`src/rtl/pipeline_hazard_ctrl_pkg.sv`:
```
// Shared encodings and types for the pipeline hazard controller.
package pipeline_hazard_ctrl_pkg;

   // ALU operand source selects
   localparam logic [1:0] FWD_RF  = 2'b00;
   localparam logic [1:0] FWD_WB  = 2'b01;
   localparam logic [1:0] FWD_MEM = 2'b10;

   // ResultSrcE value that marks a load in E
   localparam logic [1:0] RESULT_LOAD = 2'b01;

   // Data-memory handshake tracker
   typedef enum logic [1:0] {
      StIdle = 2'd0,
      StWait = 2'd1,
      StErr  = 2'd2
   } mem_state_e;

endpackage

```
`src/rtl/forwarding_unit.sv`:
```
// Selects the ALU operand source for one E-stage source register.
module forwarding_unit
   import pipeline_hazard_ctrl_pkg::*;
(
   input  logic [4:0] rs,
   input  logic [4:0] rd_m,
   input  logic [4:0] rd_w,
   input  logic       reg_write_m,
   input  logic       reg_write_w,
   output logic [1:0] fwd
);

   // M has the younger value, so it wins over W; x0 is never forwarded
   always_comb begin
      fwd = FWD_RF;
      if (reg_write_m && (rd_m != 5'd0) && (rd_m == rs)) begin
         fwd = FWD_MEM;
      end else if (reg_write_w && (rd_w != 5'd0) && (rd_w == rs)) begin
         fwd = FWD_WB;
      end
   end

endmodule

```
`src/rtl/pipeline_hazard_ctrl.sv`:
```
// Hazard unit: operand forwarding, load-use stall, branch flush and a
// data-memory wait tracker with timeout.
module pipeline_hazard_ctrl
   import pipeline_hazard_ctrl_pkg::*;
#(
   parameter int unsigned TIMEOUT_CYCLES = 15
) (
   input  logic        clk,
   input  logic        rst_n,
   input  logic [4:0]  Rs1D,
   input  logic [4:0]  Rs2D,
   input  logic [4:0]  Rs1E,
   input  logic [4:0]  Rs2E,
   input  logic [4:0]  RDE,
   input  logic [4:0]  RDM,
   input  logic [4:0]  RDW,
   input  logic        RegWriteM,
   input  logic        RegWriteW,
   input  logic [1:0]  ResultSrcE,
   input  logic        PCSrcE,
   input  logic        MemReqM,
   input  logic        DMemReady,
   output logic [1:0]  ForwardAE,
   output logic [1:0]  ForwardBE,
   output logic        StallF,
   output logic        StallD,
   output logic        StallE,
   output logic        StallM,
   output logic        FlushD,
   output logic        FlushE,
   output logic        FlushW,
   output logic        MemErr,
   output logic [15:0] StallCount
);

   // Last counter value seen in WAIT before the timeout fires
   localparam logic [7:0] WaitLast = 8'(TIMEOUT_CYCLES - 1);

   mem_state_e  state_q, state_d;
   logic [7:0]  wait_cnt_q, wait_cnt_d;
   logic [15:0] stall_cnt_q;
   logic        mem_stall;
   logic        lw_stall;
   logic [1:0]  fwd_a, fwd_b;

   forwarding_unit u_fwd_a (
      .rs          (Rs1E),
      .rd_m        (RDM),
      .rd_w        (RDW),
      .reg_write_m (RegWriteM),
      .reg_write_w (RegWriteW),
      .fwd         (fwd_a)
   );

   forwarding_unit u_fwd_b (
      .rs          (Rs2E),
      .rd_m        (RDM),
      .rd_w        (RDW),
      .reg_write_m (RegWriteM),
      .reg_write_w (RegWriteW),
      .fwd         (fwd_b)
   );

   assign lw_stall = (ResultSrcE == RESULT_LOAD) && (RDE != 5'd0) &&
                     ((RDE == Rs1D) || (RDE == Rs2D));

   // Memory FSM and wait counter registers
   always_ff @(posedge clk or negedge rst_n) begin
      if (!rst_n) begin
         state_q    <= StIdle;
         wait_cnt_q <= '0;
      end else begin
         state_q    <= state_d;
         wait_cnt_q <= wait_cnt_d;
      end
   end

   // Memory FSM next state; the stall is raised in the same cycle as the miss
   always_comb begin
      state_d    = state_q;
      wait_cnt_d = wait_cnt_q;
      mem_stall  = 1'b0;
      unique case (state_q)
         StIdle: begin
            if (MemReqM && !DMemReady) begin
               mem_stall  = 1'b1;
               state_d    = StWait;
               wait_cnt_d = '0;
            end
         end
         StWait: begin
            wait_cnt_d = wait_cnt_q + 8'd1;
            if (DMemReady) begin
               state_d = StIdle;
            end else begin
               mem_stall = 1'b1;
               if (wait_cnt_q == WaitLast) begin
                  state_d = StErr;
               end
            end
         end
         StErr: begin
            mem_stall = 1'b1;
         end
         default: begin
            state_d = StIdle;
         end
      endcase
   end

   // Saturating count of cycles with the fetch stage held
   always_ff @(posedge clk or negedge rst_n) begin
      if (!rst_n) begin
         stall_cnt_q <= '0;
      end else if (StallF && (stall_cnt_q != 16'hFFFF)) begin
         stall_cnt_q <= stall_cnt_q + 16'd1;
      end
   end

   // Stall/flush decode; a memory stall freezes everything and defers flushes
   always_comb begin
      StallF = 1'b0;
      StallD = 1'b0;
      StallE = 1'b0;
      StallM = 1'b0;
      FlushD = 1'b0;
      FlushE = 1'b0;
      FlushW = 1'b0;
      if (rst_n) begin
         if (mem_stall) begin
            StallF = 1'b1;
            StallD = 1'b1;
            StallE = 1'b1;
            StallM = 1'b1;
            FlushW = 1'b1;
         end else begin
            StallF = lw_stall;
            StallD = lw_stall;
            FlushD = PCSrcE;
            FlushE = lw_stall | PCSrcE;
         end
      end
   end

   assign ForwardAE  = rst_n ? fwd_a : FWD_RF;
   assign ForwardBE  = rst_n ? fwd_b : FWD_RF;
   assign MemErr     = (state_q == StErr);
   assign StallCount = stall_cnt_q;

endmodule
```
`config.mk`:
```
export PLATFORM = sky130hd
export DESIGN_NAME = pipeline_hazard_ctrl
export DESIGN_NICKNAME = d
export VERILOG_FILES = /design/src/rtl/pipeline_hazard_ctrl_pkg.sv /design/src/rtl/forwarding_unit.sv /design/src/rtl/pipeline_hazard_ctrl.sv
export SDC_FILE = /design/constraint.sdc
export NUM_CORES = 1
export LEC_CHECK = 0
export ABC_AREA = 0
export ABC_CLOCK_PERIOD_IN_PS = 1810
export CAP_MARGIN = 20
export CORE_MARGIN = 2
export CORE_UTILIZATION = 39
export DETAILED_ROUTE_END_ITERATION = 8
export PLACE_DENSITY = 0.85
export RECOVER_POWER = 50
export SLEW_MARGIN = 20
export SYNTH_ARGS = -nofsm -noshare
export SYNTH_HDL_FRONTEND = slang
export SYNTH_SLANG_ARGS = --single-unit
export TNS_END_PERCENT = 100
```
`constraint.sdc`:
```
create_clock -name clk -period 1.81 [get_ports clk]
set_input_delay 0.362 -clock clk [delete_from_list [all_inputs] [get_ports clk]]
set_output_delay 0.362 -clock clk [all_outputs]
set_load 0.005 [all_outputs]
```
======== Word-level counts from Yosys, hierarchy flattened ========
Cells that the tools add are included.
word-level totals
  memory bits (writable) .................. 0
  ROM bits ................................ 0
  flip-flop bits (word level) ............. 26
  bits in latches ......................... 0
  memories ................................ 0
operators by class
  multipliers ............................. 0
  shift-type cells ........................ 0
  reduce and logical (&&, ||, !) cells .... 19
  order comparisons ....................... 0
  bitwise operators ....................... 2
  divide/modulo/power cells ............... 0
  add/sub/neg operators ................... 2
  mux-type cells .......................... 23
  equal/unequal tests ..................... 13
operators with widths
  kind                                           number
  == test 5 bit                                  6
  adder 16 x 1 -> 16 bit, second input constant  1
  != test 16 bit, second input constant          1
  case mux 8 bit (2 select lines)                1
  nonzero test 5 bit                             3
  two-way mux 2 bit                              7
  two-way mux 1 bit                              12
  logical AND 1 bit                              10
  adder 8 x 1 -> 8 bit, second input constant    1
  == test 8 x 4 -> 1 bit, second input constant  1
  two-way mux 8 bit                              1
  case mux 2 bit (3 select lines)                1
  == test 2 x 1 -> 1 bit, second input constant  2
  != test 3 bit, second input constant           1
  case mux 1 bit (3 select lines)                1
  AND reduction 3 bit                            1
  == test 2 bit, second input constant           1
  logical NOT 2 bit                              1
  != test 2 bit, second input constant           1
  AND reduction 2 bit                            1
  nonzero test 2 bit                             1
  logical NOT 1 bit                              1
  logical OR 1 bit                               1
  NOT 1 bit                                      1
  OR 1 bit                                       1

======== Depth between registers and ports, before layout ========
  depth after elaboration ................. 7
  gate-level depth with buffers ........... 7

======== By module ========
A second synthesis with hierarchy kept.
unflattened totals
  cell total of the unflattened synthesis .. 205
  area total of the unflattened synthesis .. 1956.9 µm²
by module, submodules not included
  module                instances  seq. area each (µm²)  cells an instance  area each (µm²)
  pipeline_hazard_ctrl  1          650.6                 165                1654.1
  forwarding_unit       2          0.0                   20                 151.4

======== Worst setup path before layout ========
Ideal clock, no wire load.
  path type ............................... input -> output
  start ................................... in RDE[1]
  end ..................................... out StallF
  arrival ................................. 1.592 ns
  path slack .............................. -0.144 ns
  cell stages on the path ................. 7
  cells stage by stage .................... or4_1 -> nor2_1 -> nor3_1 -> a21oi_4 -> buf_6 -> inv_2 -> buf_4
between the ends
  cells in the longest elaborated chain, start to end .. 5
  elaborated cells on any way between the ends .. 8
  classes of those cells .................. eq/ne (2); mux (2); reduce/logical (4)
ends and longest elaborated chain
  item                                                   RTL line                                                RTL
  start: declaration                                     pipeline_hazard_ctrl.sv:14                              input logic [4:0] RDE,
  == test 5 bit or nonzero test 5 bit (tied branches)    pipeline_hazard_ctrl.sv:65, pipeline_hazard_ctrl.sv:64
  logical OR 1 bit or logical AND 1 bit (tied branches)  pipeline_hazard_ctrl.sv:65, pipeline_hazard_ctrl.sv:64
  logical AND 1 bit *                                    pipeline_hazard_ctrl.sv:64                              assign lw_stall = (ResultSrcE == RESULT_LOAD) && (RDE != 5'd0) &&
  two-way mux 1 bit * (2 in a row)                       n/a
  end: declaration                                       pipeline_hazard_ctrl.sv:25                              output logic StallF,
Every way passes the cells marked *; elsewhere a longest branch is shown, timed or not.

======== Worst setup path in the final report ========
  start ................................... in RDM[3]
  end ..................................... out ForwardAE[0]
between the ends
  cells in the longest elaborated chain, start to end .. 5
  elaborated cells on any way between the ends .. 6
  classes of those cells .................. eq/ne (1); mux (2); reduce/logical (3)
ends and longest elaborated chain
  item                 RTL line                     RTL
  start: declaration   pipeline_hazard_ctrl.sv:15   input logic [4:0] RDM,
  nonzero test 5 bit   forwarding_unit.sv:16        if (reg_write_m && (rd_m != 5'd0) && (rd_m == rs)) begin
  logical AND 1 bit    forwarding_unit.sv:16
  logical AND 1 bit *  forwarding_unit.sv:16
  two-way mux 2 bit *  forwarding_unit.sv:16
  two-way mux 2 bit *  pipeline_hazard_ctrl.sv:145  assign ForwardAE = rst_n ? fwd_a : FWD_RF;
  end: declaration     pipeline_hazard_ctrl.sv:23   output logic [1:0] ForwardAE,
Marks and branches as above.

==> flow_metrics.py <==
metrics = {
    "yosys": {
        "ys_seq_area_share_pct": 36.6,
        "ys_warn_count": 0,
        "netlist_instances": 201,
        "synth_seq_cells": 26,
        "synthFlopType": "dfrtp_1",
        "synth_top_area_cell": "dfrtp_1",
        "synthDistinctLibCells": 38,
        "synth_area_sq_um": 1780,
        "async_reset_ff_share_pct": 100,
        "ys_top_cells_by_area": "dfrtp_1, xor2_1, xnor2_1, nand2_1, nor2_1",
        "synth_top_area_share_pct": 36.6,
        "synth.avg_cell_area_sq_um": 8.85,
        "synth_edf_count": 0,
        "syn_nets": 248,
    },
    "grt": {
        "grt_pass1_wl_mm": 11.0,
        "antenna_found_initial": 0,
        "grt-ovfl-total": 0,
        "groute.usage.overall_pct": 28.0,
        "grt_pass1_vias": 2290,
        "grt_max_degree": 17,
    },
    "power_and_ir_drop": {
        "power_density_nw_per_um2": 704,
        "leakagePower_nw": 1.52,
        "peakVddDrop_mv": 0.538,
    },
    "critical_path": {
        "cp-end-kind": "primary output",
        "required_ns": 1.45,
        "worstPathMaxFanout": 2,
        "path_class": "input pin to primary output",
        "crit_path_start_kind": "input pin",
        "arrival_ns": 1.76,
    },
    "placed_design": {
        "port_buffers": 71,
        "placed_area_sq_um": 2840,
        "place_congestion": 0.875,
        "dp.cells": 362,
        "dpl.hpwl_mm": 4.14,
    },
    "sta": {
        "hold_viol": 0,
        "max_freq_ghz": 0.472,
        "rsz0062_at_grt": "yes",
        "max_slew_margin_pct": 39.5,
        "period_needed_ns": 2.12,
        "fin_skew_ns": 0.0176,
        "worst_slew_pin_slew_ns": 0.908,
        "drv_slew": 0,
        "finalWorstSetupSlack_ns": -0.309,
        "final-setup-viol-count": 20,
        "period_share_pct": 117,
        "worst_hold_slack_ns": 0.109,
        "finalSetupTns_ns": -2.70,
    },
    "cells_and_area": {
        "diodes": 0,
        "nets": 379,
        "syn_to_final_growth_pct": 91.8,
        "mostFrequentLayoutCells": "buf_4, dfrtp_1, buf_6",
        "layout_commonest_cell": "buf_4",
        "design_area_sq_um": 3410,
        "drive_gt1_share_pct": 40.8,
        "layoutNonFillerInstCount": 383,
        "final_util_pct": 77.9,
    },
    "drt": {
        "dr.pass1.iters": 4,
        "viasPerCell": 5.71,
        "wl_mm": 7.76,
        "via_count": 2186,
        "wire_per_inst_um": 20.3,
        "drtIter0Drc": 89,
        "ant_nets": 0,
        "drcViolationCount": 0,
    },
    "min_path": {
        "hold_path.class": "input pin to async pin",
    },
    "die": {
        "dieArea_sq_um": 5120,
        "core-area_sq_um": 4380,
        "fp-row-count": 24,
        "die_h_um": 71.5,
        "fp.dieW_um": 71.5,
        "ios": 72,
        "initial_core_util_pct": 40.6,
    },
    "clocking": {
        "numCtsBuffers": 3,
        "cts_root_buffer": "clkbuf_8",
        "htreeDepth": 1,
        "cts_tree": "built",
        "clock_path_buffers": 2,
        "clock-sinks": 26,
        "clk-insertion-delay-late_ns": 0.29,
        "clk_pin_slew_ns": 0.09,
    },
    "status": {
        "violations": "setup timing",
        "status": "finished, violations left",
    },
    "run": {
        "cap_violations": 0,
    },
}
-- worst max-delay path, cell delays in order --
cell	delay, ns
buf_6	0.10
or4_4	0.55
o21ai_4	0.18
buf_6	0.13
nor4_4	0.03
nor4_2	0.24
buf_2	0.16
-- cell type report --
type	instances	area (sq um)
clock buffers	3	41.3
clock inverters	1	30.0
fillers	240	971
inverters	5	18.8
multi-input cells	164	1420
flip-flops and latches	26	651
well taps	52	65.1
repair buffers	132	1190
-- Yosys cell counts, types with 2 or more instances --
cell type / n
a21oi_1: 2
a31oi_1: 2
and2_1: 3
buf_4: 3
clkbuf_1: 2
dfrtp_1: 26
ha_1: 3
inv_1: 4
nand2_1: 23
nand2b_1: 3
nand3_1: 11
nand4_1: 3
nor2_1: 15
nor2b_1: 3
nor3_1: 9
nor4_1: 8
o211ai_1: 2
o21ai_0: 10
o31ai_1: 7
or4_1: 5
xnor2_1: 17
xor2_1: 24
-- power breakdown --
| group | total (mW) | switching, mW | internal [mW] |
|---|---|---|---|
| combinational | 1.13 | 0.508 | 0.625 |
| clock | 0.502 | 0.205 | 0.297 |
| sequential | 0.769 | 0.0867 | 0.682 |
-- metal layers --
metal / vias up / GRT usage, % / wire (um)
li1: 970 / - / -
met1: 1062 / 31.6 / 2990
met2: 124 / 47.9 / 3960
met3: 30 / 4.92 / 474
met4: 0 / 18.9 / 329
met5: - / 0 / 0
-- flip-flops by register name (all words and copies together) (netlist names) --
signal,cells
StallCount,16
wait_cnt_q,8
state_q,2
-- path summary, 6_finish.rpt --
kind	endpoint	startpoint	depth (start not counted)	slack, ns
worst max-delay path	ForwardAE[0]	RDM[3]	7	-0.31
worst min-delay path	wait_cnt_q[4]$_DFFE_PN0P_	rst_n	2	0.11
worst max register to register	StallCount[15]$_DFFE_PN0P_	state_q[1]$_DFFE_PN0P_	8	-0.13
worst min register to register	StallCount[10]$_DFFE_PN0P_	StallCount[10]$_DFFE_PN0P_	1	0.50
max in group asynchronous	StallCount[0]$_DFFE_PN0P_	rst_n	2	0.87
min in group clk	StallCount[10]$_DFFE_PN0P_	StallCount[10]$_DFFE_PN0P_	1	0.50
-- repair_timing --
item	CTS	global route
resized for setup	199	33
hold buffers	0	0
gates cloned	2	0
buffers inserted	15	4
pin swaps	54	24
endpoints found under the setup margin	28	27
hold endpoints to repair	0	0
-- cell families (layout without fill, tap and decap cells) --
family | after synthesis | count (layout) | synth area share, %
simple gates | 88 | 88 | 24.7
mux | 2 | 2 | 1.48
compound gates | 30 | 30 | 11.6
xor+xnor | 41 | 41 | 20.2
buf+inv | 11 | 141 | 3.38
flops | 26 | 26 | 36.6
fa+ha+maj | 3 | 3 | 2.11
-- per-stage QoR --
| step | power [mW] | setup slack [ns] |
|---|---|---|
| 2_1_floorplan | 1.08 | -0.121 |
| 3_3_place_gp | 1.62 | -1.01 |
| 3_5_place_dp | 1.66 | -1.06 |
| 4_1_cts | 2.29 | -0.259 |
| 5_1_grt | 2.50 | -0.351 |
| 6_report | 2.40 | -0.309 |
Note: power is estimated with default switching activity, not from simulation.
